$ cat src/rtl/blockade_boot_pkg.sv
// Shared types and widths for the blockade boot/reset/pause sequencer.
package blockade_boot_pkg;

    localparam int unsigned DN_ADDR_W  = 14;
    localparam int unsigned BYTE_CNT_W = DN_ADDR_W + 1;

    typedef enum logic [2:0] {
        NOROM,
        LOADING,
        CHECK,
        HOLD,
        RUN
    } boot_state_e;

endpackage

$ cat src/rtl/blockade_pause_sync.sv
// Vertical-blank aligned pause register; pause is only held while the core runs.
module blockade_pause_sync (
    input  logic clk_sys,
    input  logic reset,
    input  logic run,
    input  logic pause_req,
    input  logic vblank,
    output logic pause
);

    logic vblank_q;
    logic vb_rise_c;

    assign vb_rise_c = vblank & ~vblank_q;

    always_ff @(posedge clk_sys or posedge reset) begin
        if (reset) begin
            vblank_q <= 1'b0;
            pause    <= 1'b0;
        end else begin
            vblank_q <= vblank;
            if (!run) begin
                pause <= 1'b0;
            end else if (vb_rise_c) begin
                pause <= pause_req;
            end
        end
    end

endmodule

$ cat src/rtl/blockade_boot_ctrl.sv
// Boot sequencer: forwards ROM download bytes to the core, validates the load,
// stretches the core reset after a good load or user reset, and gates pause.
module blockade_boot_ctrl
    import blockade_boot_pkg::*;
#(
    parameter logic [7:0]  ROM_INDEX = 8'h00,
    parameter int unsigned ROM_SIZE  = 16384,
    parameter int unsigned MIN_BYTES = 1,
    parameter int unsigned RST_HOLD  = 1024
) (
    input  logic                  clk_sys,
    input  logic                  reset,
    input  logic                  ioctl_downl,
    input  logic [7:0]            ioctl_index,
    input  logic                  ioctl_wr,
    input  logic [24:0]           ioctl_addr,
    input  logic [7:0]            ioctl_dout,
    input  logic                  user_reset,
    input  logic                  pause_req,
    input  logic                  vblank,
    output logic                  game_reset,
    output logic                  dn_wr,
    output logic [DN_ADDR_W-1:0]  dn_addr,
    output logic [7:0]            dn_data,
    output logic                  pause,
    output logic                  rom_valid,
    output logic                  load_err,
    output logic [BYTE_CNT_W-1:0] byte_cnt
);

    localparam int unsigned HOLD_W = (RST_HOLD > 1) ? $clog2(RST_HOLD) : 1;
    localparam logic [HOLD_W-1:0] HOLD_RELOAD = HOLD_W'(RST_HOLD - 1);

    boot_state_e           state_q, state_d;
    logic [HOLD_W-1:0]     hold_cnt_q, hold_cnt_d;
    logic                  nonzero_q, nonzero_d;
    logic                  rom_dl_q;
    logic                  rom_dl_c, dl_start_c, dl_end_c, in_range_c;
    logic                  game_reset_d, dn_wr_d, rom_valid_d, load_err_d;
    logic [DN_ADDR_W-1:0]  dn_addr_d;
    logic [7:0]            dn_data_d;
    logic [BYTE_CNT_W-1:0] byte_cnt_d;

    assign rom_dl_c   = ioctl_downl && (ioctl_index == ROM_INDEX);
    assign dl_start_c = rom_dl_c && !rom_dl_q;
    assign dl_end_c   = !rom_dl_c && rom_dl_q;
    assign in_range_c = (ioctl_addr < 25'(ROM_SIZE));

    always_ff @(posedge clk_sys or posedge reset) begin
        if (reset) begin
            state_q    <= NOROM;
            hold_cnt_q <= '0;
            nonzero_q  <= 1'b0;
            rom_dl_q   <= 1'b0;
            game_reset <= 1'b1;
            dn_wr      <= 1'b0;
            dn_addr    <= '0;
            dn_data    <= '0;
            rom_valid  <= 1'b0;
            load_err   <= 1'b0;
            byte_cnt   <= '0;
        end else begin
            state_q    <= state_d;
            hold_cnt_q <= hold_cnt_d;
            nonzero_q  <= nonzero_d;
            rom_dl_q   <= rom_dl_c;
            game_reset <= game_reset_d;
            dn_wr      <= dn_wr_d;
            dn_addr    <= dn_addr_d;
            dn_data    <= dn_data_d;
            rom_valid  <= rom_valid_d;
            load_err   <= load_err_d;
            byte_cnt   <= byte_cnt_d;
        end
    end

    always_comb begin
        state_d     = state_q;
        hold_cnt_d  = hold_cnt_q;
        nonzero_d   = nonzero_q;
        dn_wr_d     = 1'b0;
        dn_addr_d   = dn_addr;
        dn_data_d   = dn_data;
        rom_valid_d = rom_valid;
        load_err_d  = load_err;
        byte_cnt_d  = byte_cnt;

        unique case (state_q)
            NOROM: begin
                if (dl_start_c) begin
                    state_d = LOADING;
                end
            end
            LOADING: begin
                // A write landing on the same cycle as the download end is kept.
                if (ioctl_wr && in_range_c) begin
                    dn_wr_d   = 1'b1;
                    dn_addr_d = ioctl_addr[DN_ADDR_W-1:0];
                    dn_data_d = ioctl_dout;
                    if (byte_cnt < BYTE_CNT_W'(ROM_SIZE)) begin
                        byte_cnt_d = byte_cnt + 1'b1;
                    end
                    if (ioctl_dout != 8'h00) begin
                        nonzero_d = 1'b1;
                    end
                end
                if (dl_end_c) begin
                    state_d = CHECK;
                end
            end
            CHECK: begin
                if (nonzero_q && (byte_cnt >= BYTE_CNT_W'(MIN_BYTES))) begin
                    state_d     = HOLD;
                    hold_cnt_d  = HOLD_RELOAD;
                    rom_valid_d = 1'b1;
                end else begin
                    state_d    = NOROM;
                    load_err_d = 1'b1;
                end
            end
            HOLD: begin
                if (user_reset) begin
                    hold_cnt_d = HOLD_RELOAD;
                end else if (hold_cnt_q == '0) begin
                    state_d = RUN;
                end else begin
                    hold_cnt_d = hold_cnt_q - 1'b1;
                end
            end
            RUN: begin
                if (dl_start_c) begin
                    state_d = LOADING;
                end else if (user_reset) begin
                    state_d    = HOLD;
                    hold_cnt_d = HOLD_RELOAD;
                end
            end
            default: begin
                state_d = NOROM;
            end
        endcase

        // Fresh download: forget everything about the previous one.
        if ((state_d == LOADING) && (state_q != LOADING)) begin
            byte_cnt_d  = '0;
            nonzero_d   = 1'b0;
            load_err_d  = 1'b0;
            rom_valid_d = 1'b0;
        end

        game_reset_d = (state_d != RUN);
    end

    blockade_pause_sync u_pause_sync (
        .clk_sys   (clk_sys),
        .reset     (reset),
        .run       (state_d == RUN),
        .pause_req (pause_req),
        .vblank    (vblank),
        .pause     (pause)
    );

endmodule
$ cat config.mk
export PLATFORM = sky130hd
export DESIGN_NAME = blockade_boot_ctrl
export DESIGN_NICKNAME = d
export VERILOG_FILES = /design/src/rtl/blockade_boot_pkg.sv /design/src/rtl/blockade_pause_sync.sv /design/src/rtl/blockade_boot_ctrl.sv
export SDC_FILE = /design/constraint.sdc
export NUM_CORES = 1
export LEC_CHECK = 0
export ABC_AREA = 1
export BUFFER_PORTS_ARGS = -buffer_cell sky130_fd_sc_hd__buf_2
export CORE_AREA = 4 4 80 82
export CTS_BUF_LIST = sky130_fd_sc_hd__clkbuf_8
export DETAILED_ROUTE_END_ITERATION = 6
export DIE_AREA = 0 0 84 86
export GPL_TIMING_DRIVEN = 0
export PLACE_DENSITY = 0.8
export RECOVER_POWER = 100
export SETUP_SLACK_MARGIN = 0.05
export SYNTH_ARGS = -nofsm -noshare
export SYNTH_HDL_FRONTEND = slang
export SYNTH_SLANG_ARGS = --single-unit
$ cat constraint.sdc
create_clock -name clk_sys -period 3.7 [get_ports clk_sys]
set_clock_uncertainty 0.1 [all_clocks]
set_input_delay 0.74 -clock clk_sys [delete_from_list [all_inputs] [get_ports clk_sys]]
set_output_delay 0.74 -clock clk_sys [all_outputs]
set_load 0.05 [all_outputs]
## Yosys cells after proc, flatten, opt, wreduce, memory -nomap -nowiden

Index checks and enable logic that the tools add are counted.
W data, S select, Z words.

| word-level totals | value |
|---|---|
| register bits after elaboration | 58 |
| input bits | 48 |
| output and inout port bits | 42 |
| word-level logic and storage cells | 91 |

| cells by class | value |
|---|---|
| add/subtract/negate cells | 2 |
| magnitude comparators | 3 |
| equal/unequal tests | 14 |
| multiplexer cells | 32 |
| bitwise logic cells | 2 |
| reductions and logical operators | 25 |

Operators by type and width:

| cell | count |
|---|---|
| $mux W15 | 4 |
| $mux W10 | 5 |
| $pmux W10 S3 | 1 |
| $lt A25 B15 Y1 const B | 1 |
| $mux W3 | 6 |
| $add A15 B1 Y15 const B | 1 |
| $ge A15 B1 Y1 const B | 1 |
| $lt A15 B15 Y1 const B | 1 |
| $pmux W3 S5 | 1 |
| $mux W1 | 14 |
| $reduce_bool A2 Y1 | 6 |
| $logic_not A10 Y1 | 1 |
| $sub A10 B1 Y10 const B | 1 |
| $logic_not A8 Y1 | 1 |
| $ne A2 B2 Y1 const B | 4 |
| $reduce_bool A8 Y1 | 1 |
| $eq A3 B1 Y1 const B | 2 |
| $eq A3 B2 Y1 const B | 2 |
| $eq A3 B3 Y1 const B | 2 |
| $logic_and A1 B1 Y1 | 6 |
| $ne A3 B3 Y1 const B | 2 |
| $reduce_and A2 Y1 | 3 |
| $reduce_and A3 Y1 | 2 |
| $reduce_and A5 Y1 | 1 |
| other kinds (8) | 9 |

## Longest topological paths before layout

| logic depth | value |
|---|---|
| word-level depth | 10 |
| depth in mapped cells | 13 |

## Hierarchy

Synthesis repeated with hierarchy kept, for this count alone.

| unflattened totals | value |
|---|---|
| cells, all modules | 424 |
| area, all modules | 3054.2 um2 |

Modules (own cells, without submodules):

| module | times used | cells each | area each (um2) | seq. area each (um2) |
|---|---|---|---|---|
| blockade_boot_ctrl | 1 | 416 | 2977.9 | 1402.6 |
| blockade_pause_sync | 1 | 8 | 76.3 | 50.0 |

## Worst setup path before layout

OpenSTA, ideal clock, no wires.

| timing path | value |
|---|---|
| kind | register to register |
| start | reg byte_cnt[1] |
| end | reg hold_cnt_q[6] |
| setup time | 0.117 ns |
| arrival time | 1.769 ns |
| data required time | 3.483 ns |
| slack | 1.714 ns |
| cell stages (with the launch flop) | 14 |
| path buffers | 1 |
| clock period less this slack | 1.986 ns |
| cells stage by stage | dfrtp_1 inv_1 ha_1 nor2_1 nand2_1 nor2_1 nand2_1 nand2_1 nand2_1 nand3_4 inv_4 buf_8 nand2_2 o21ai_2 |

| between the ends | value |
|---|---|
| word-level cells in the longest chain between the ends | 4 |

Ends and longest elaborated chain:

| what | RTL line | source |
|---|---|---|
| start: declaration | blockade_boot_ctrl.sv:28 | `output logic [BYTE_CNT_W-1:0] byte_cnt` |
| start signal: assignment | blockade_boot_ctrl.sv:73 | `byte_cnt <= byte_cnt_d;` |
| $ge A15 B1 Y1 | blockade_boot_ctrl.sv:112 | `if (nonzero_q && (byte_cnt >= BYTE_CNT_W'(MIN_BYTES))) begin` |
| $logic_and A1 B1 Y1 | blockade_boot_ctrl.sv:112 |  |
| $ne A2 B2 Y1 (no line) | n/a |  |
| $reduce_and A5 Y1 (no line) | n/a |  |
| end signal: assignment | blockade_boot_ctrl.sv:64 | `hold_cnt_q <= hold_cnt_d;` |
| end: declaration | blockade_boot_ctrl.sv:35 | `logic [HOLD_W-1:0] hold_cnt_q, hold_cnt_d;` |

No other way between the ends.
A chain may end at the register's enable or synchronous reset.

## Worst setup path in the final report

| timing path | value |
|---|---|
| start | reg hold_cnt_q[0] |
| end | reg hold_cnt_q[6] |

| between the ends | value |
|---|---|
| word-level cells in the longest chain between the ends | 4 |

Ends and longest elaborated chain:

| what | RTL line | source |
|---|---|---|
| $sub A10 B1 Y10 | blockade_boot_ctrl.sv:127 | `hold_cnt_d = hold_cnt_q - 1'b1;` |
| $mux W10 | blockade_boot_ctrl.sv:124 | `end else if (hold_cnt_q == '0) begin` |
| $mux W10 | blockade_boot_ctrl.sv:122 | `if (user_reset) begin` |
| $pmux W10 S3 | blockade_boot_ctrl.sv:88 | `unique case (state_q)` |

Several ways; a longest one is shown, not always the timed one. The select of a mux whose other input is x is not followed.

==> results.md <==
* Finished Cell Area at 0.00373 mm2
* Post-CTS Setup Bufs at 0
* Post-synth top area cell: dfrtp_1
* Root Driver: clkbuf_8
* Core area at 0.00575 mm2
* Post-detail-place hpwl at 5470 um
* Die X at 84 um
* Min-delay worst type: flop to flop
* Via count at 2,861
* Avg Cell Area, Syn at 7.68 um2
* TritonCTS clock tree: yes
* Critical-path cell list: inv_1 > ha_1 > nand3_1 > nor2_1 > nand4_1 > nand3_1 > clkinvlp_2 > clkbuf_1 > nand2_2 > o21ai_0
* Cell area after placement at 0.00362 mm2
* Startpoint Class: flop
* Post-synth top area share at 46.5%
* Violation count after the first detailed-route iteration at 151
* Reg clk slew, reported paths at 0.07 ns
* Clock net sink count at 58
* Largest net degree at the start of global routing at 31
* Die area at 0.00722 mm2
* FF-to-FF setup slack at 1.13 ns
* Critical-path top delay cell: dfrtp_1
* Initial antenna violation count at 0
* DRT Pass-1 Iters at 4
* # DRC at 0
* Synth top area cells: dfrtp_1 47%, nand2_1 15%, nor2_1 6.7%, inv_1 5.8%, nand3_1 3.6%
* Residual antenna-violating net count after detailed routing at 0
* CTS Hold Bufs at 0
* Die height at 86 um
* Power per standard cell area at 373 mW/mm2
* Worst slack, placed at 1.54 ns
* Reported max-cap violation count at 0
* Fillcell total at 550
* Vias in the first global route at 2,771
* Wire per inst at 12.3 um
* Gate Count Post-Synth at 399
* Period utilization at 69.5%
* Critical Path AT at 2.66 ns
* CP required at 3.79 ns
* Net Count, Synth at 450
* Ant. Diodes at 0
* Post-synth EDFFs at 0
* Static Leak at 1.98 nW
* #FFs+latches synth at 58
* Vias per std cell at 4.93
* Worst-Skew Late Latency at 0.33 ns
* Max VDD drop at 0.000200 V
* Setup CP Type: flop to flop
* Aggregate global-route resource usage at 20.8%
* Longest Clk Path Bufs at 2
* Max_slew headroom at 22.4%
* FFs w/ async S/R, synth at 100%
* Post-synth cell types at 32
* Setup TNS Final at 0 ns
* First-pass GRT wire length at 12,100 um
* Initial Util at 53.4%
* Warning count from the yosys run at 0
* RSZ-0062 raised after global routing: false
* Sequential area share after synthesis at 47.4%
* Run status: complete, no violations
* CTS Buf Count at 9
* Commonest non-fill, non-tap cell in the layout: nand2_1
* Maximum level of the CTS H-tree at 3
* IO buf count at 89
* Final WL at 7160 um
* Max Transition Viols Final at 0
* Layout net count at 551
* Max stage delay on crit path at 0.40 ns
* Final Wtd Congestion at 0.860
* Row cnt at 28
* Most frequent cells in the layout: 120 x nand2_1, 58 x nor2_1, 57 x dfrtp_1
* Most common cell on crit path: nand3_1
* Final Hold Violating Endpoints at 0
* IO Pins at 90
* Worst Slack Setup Final at 1.13 ns
* Fmax at 0.389 GHz
* Post-CTS sizing at 0
* Slew @ Worst Pin at 1.16 ns
* Setup violators final at 0
* Commonest register cell after synthesis: dfrtp_1
* CP max FO at 10
* Share of cells above drive strength 1 at 16.8%
* Netlist Area Pre-Place at 0.00307 mm2
* Syn-to-layout area delta at 21.8%
* Fin crit period at 2.57 ns
* Critical Path End Type: flop
* GR Overflow Total at 0
[critical path: cells and delay by family (launching register included)]
kind / cells / cell delay, ns
simple gates: 5 / 0.97
buf+inv: 3 / 0.67
flops: 1 / 0.40
fa+ha+maj: 1 / 0.20
compound gates: 1 / 0.08
[logic make-up (layout without fill, tap and decap cells)]
| family | count (synthesis) | count (layout) | synth area share (%) |
|---|---|---|---|
| and+or+nand+nor | 240 | 240 | 35.6 |
| buffers and inverters | 62 | 168 | 8.24 |
| DFF | 58 | 58 | 47.4 |
| AOI/OAI and AO/OA | 28 | 28 | 5.31 |
| xor gates and xnor gates | 8 | 8 | 2.29 |
| adders and majority gates | 3 | 3 | 1.22 |
[layer usage]
layer / global-route usage [%] / wire length (um)
met5: 0 / 0
met2: 34.1 / 3460
met4: 6.43 / 71
met3: 6.92 / 508
met1: 26.2 / 3120
[synthesized netlist by cell type, types with 2 or more instances]
cell type / instances
o21ai_1: 9
nand3_1: 22
inv_2: 8
nor3_1: 8
nand3_4: 2
nand3_2: 2
xor2_1: 7
buf_2: 5
nor2_1: 55
nand2_2: 6
nand2_1: 120
inv_1: 47
o21ai_2: 5
nand4_1: 11
ha_1: 3
nor3_2: 2
nor2_2: 3
o21ai_0: 5
dfrtp_1: 57
nor2_4: 4
a21oi_1: 7
[sequential cells by signal, indices dropped and copies added, names as in the netlist, 3 cells and up]
| signal | count |
|---|---|
| hold_cnt_q | 10 |
| state_q | 3 |
| byte_cnt | 15 |
| dn_addr | 14 |
| dn_data | 8 |
[worst paths after layout]
check	startpoint	endpoint	cells after the start
max in group asynchronous	reset	byte_cnt[14]$_DFFE_PP0P_	3
worst max register to register	hold_cnt_q[0]$_DFFE_PP0P_	hold_cnt_q[6]$_DFFE_PP0P_	10
worst max-delay path	hold_cnt_q[0]$_DFFE_PP0P_	hold_cnt_q[6]$_DFFE_PP0P_	10
min in group asynchronous	reset	dn_addr[4]$_DFFE_PP0P_	2
worst min-delay path	dn_addr[6]$_DFFE_PP0P_	dn_addr[6]$_DFFE_PP0P_	2
worst min register to register	dn_addr[6]$_DFFE_PP0P_	dn_addr[6]$_DFFE_PP0P_	2
[stage by stage]
| stage | hold WS (ns) | power [W] | std cells | util, % |
|---|---|---|---|---|
| 2_1_floorplan | 0.375 | 0.000678 | 399 | - |
| 3_3_place_gp | 0.359 | 0.000710 | 563 | 62.7 |
| 3_5_place_dp | 0.361 | 0.000716 | 564 | 63.1 |
| 4_1_cts | 0.383 | 0.00141 | 580 | 67.1 |
| 5_1_grt | 0.401 | 0.00144 | 580 | 65.0 |
| 6_report | 0.382 | 0.00139 | 580 | 65.0 |
[final cells by class]
cell class | count | area (um2) | area share (%)
multi-input cells | 279 | 1310 | 35.1
well taps | 75 | 93.8 | 2.51
flip-flops and latches | 58 | 1450 | 38.9
inverters | 56 | 211 | 5.66
clock inverters | 7 | 109 | 2.91
clock buffers | 9 | 124 | 3.32
repair buffers | 90 | 409 | 11.0
plain buffers | 6 | 22.5 | 0.603
[power breakdown]
part | total, W | switching (W) | leakage, nW | internal [W]
logic | 0.0000617 | 0.0000354 | 1.13 | 0.0000263
clock network | 0.000691 | 0.000250 | 0.124 | 0.000441
registers | 0.000640 | 0.00000225 | 0.720 | 0.000637
Power figures use the tool's default switching activity.
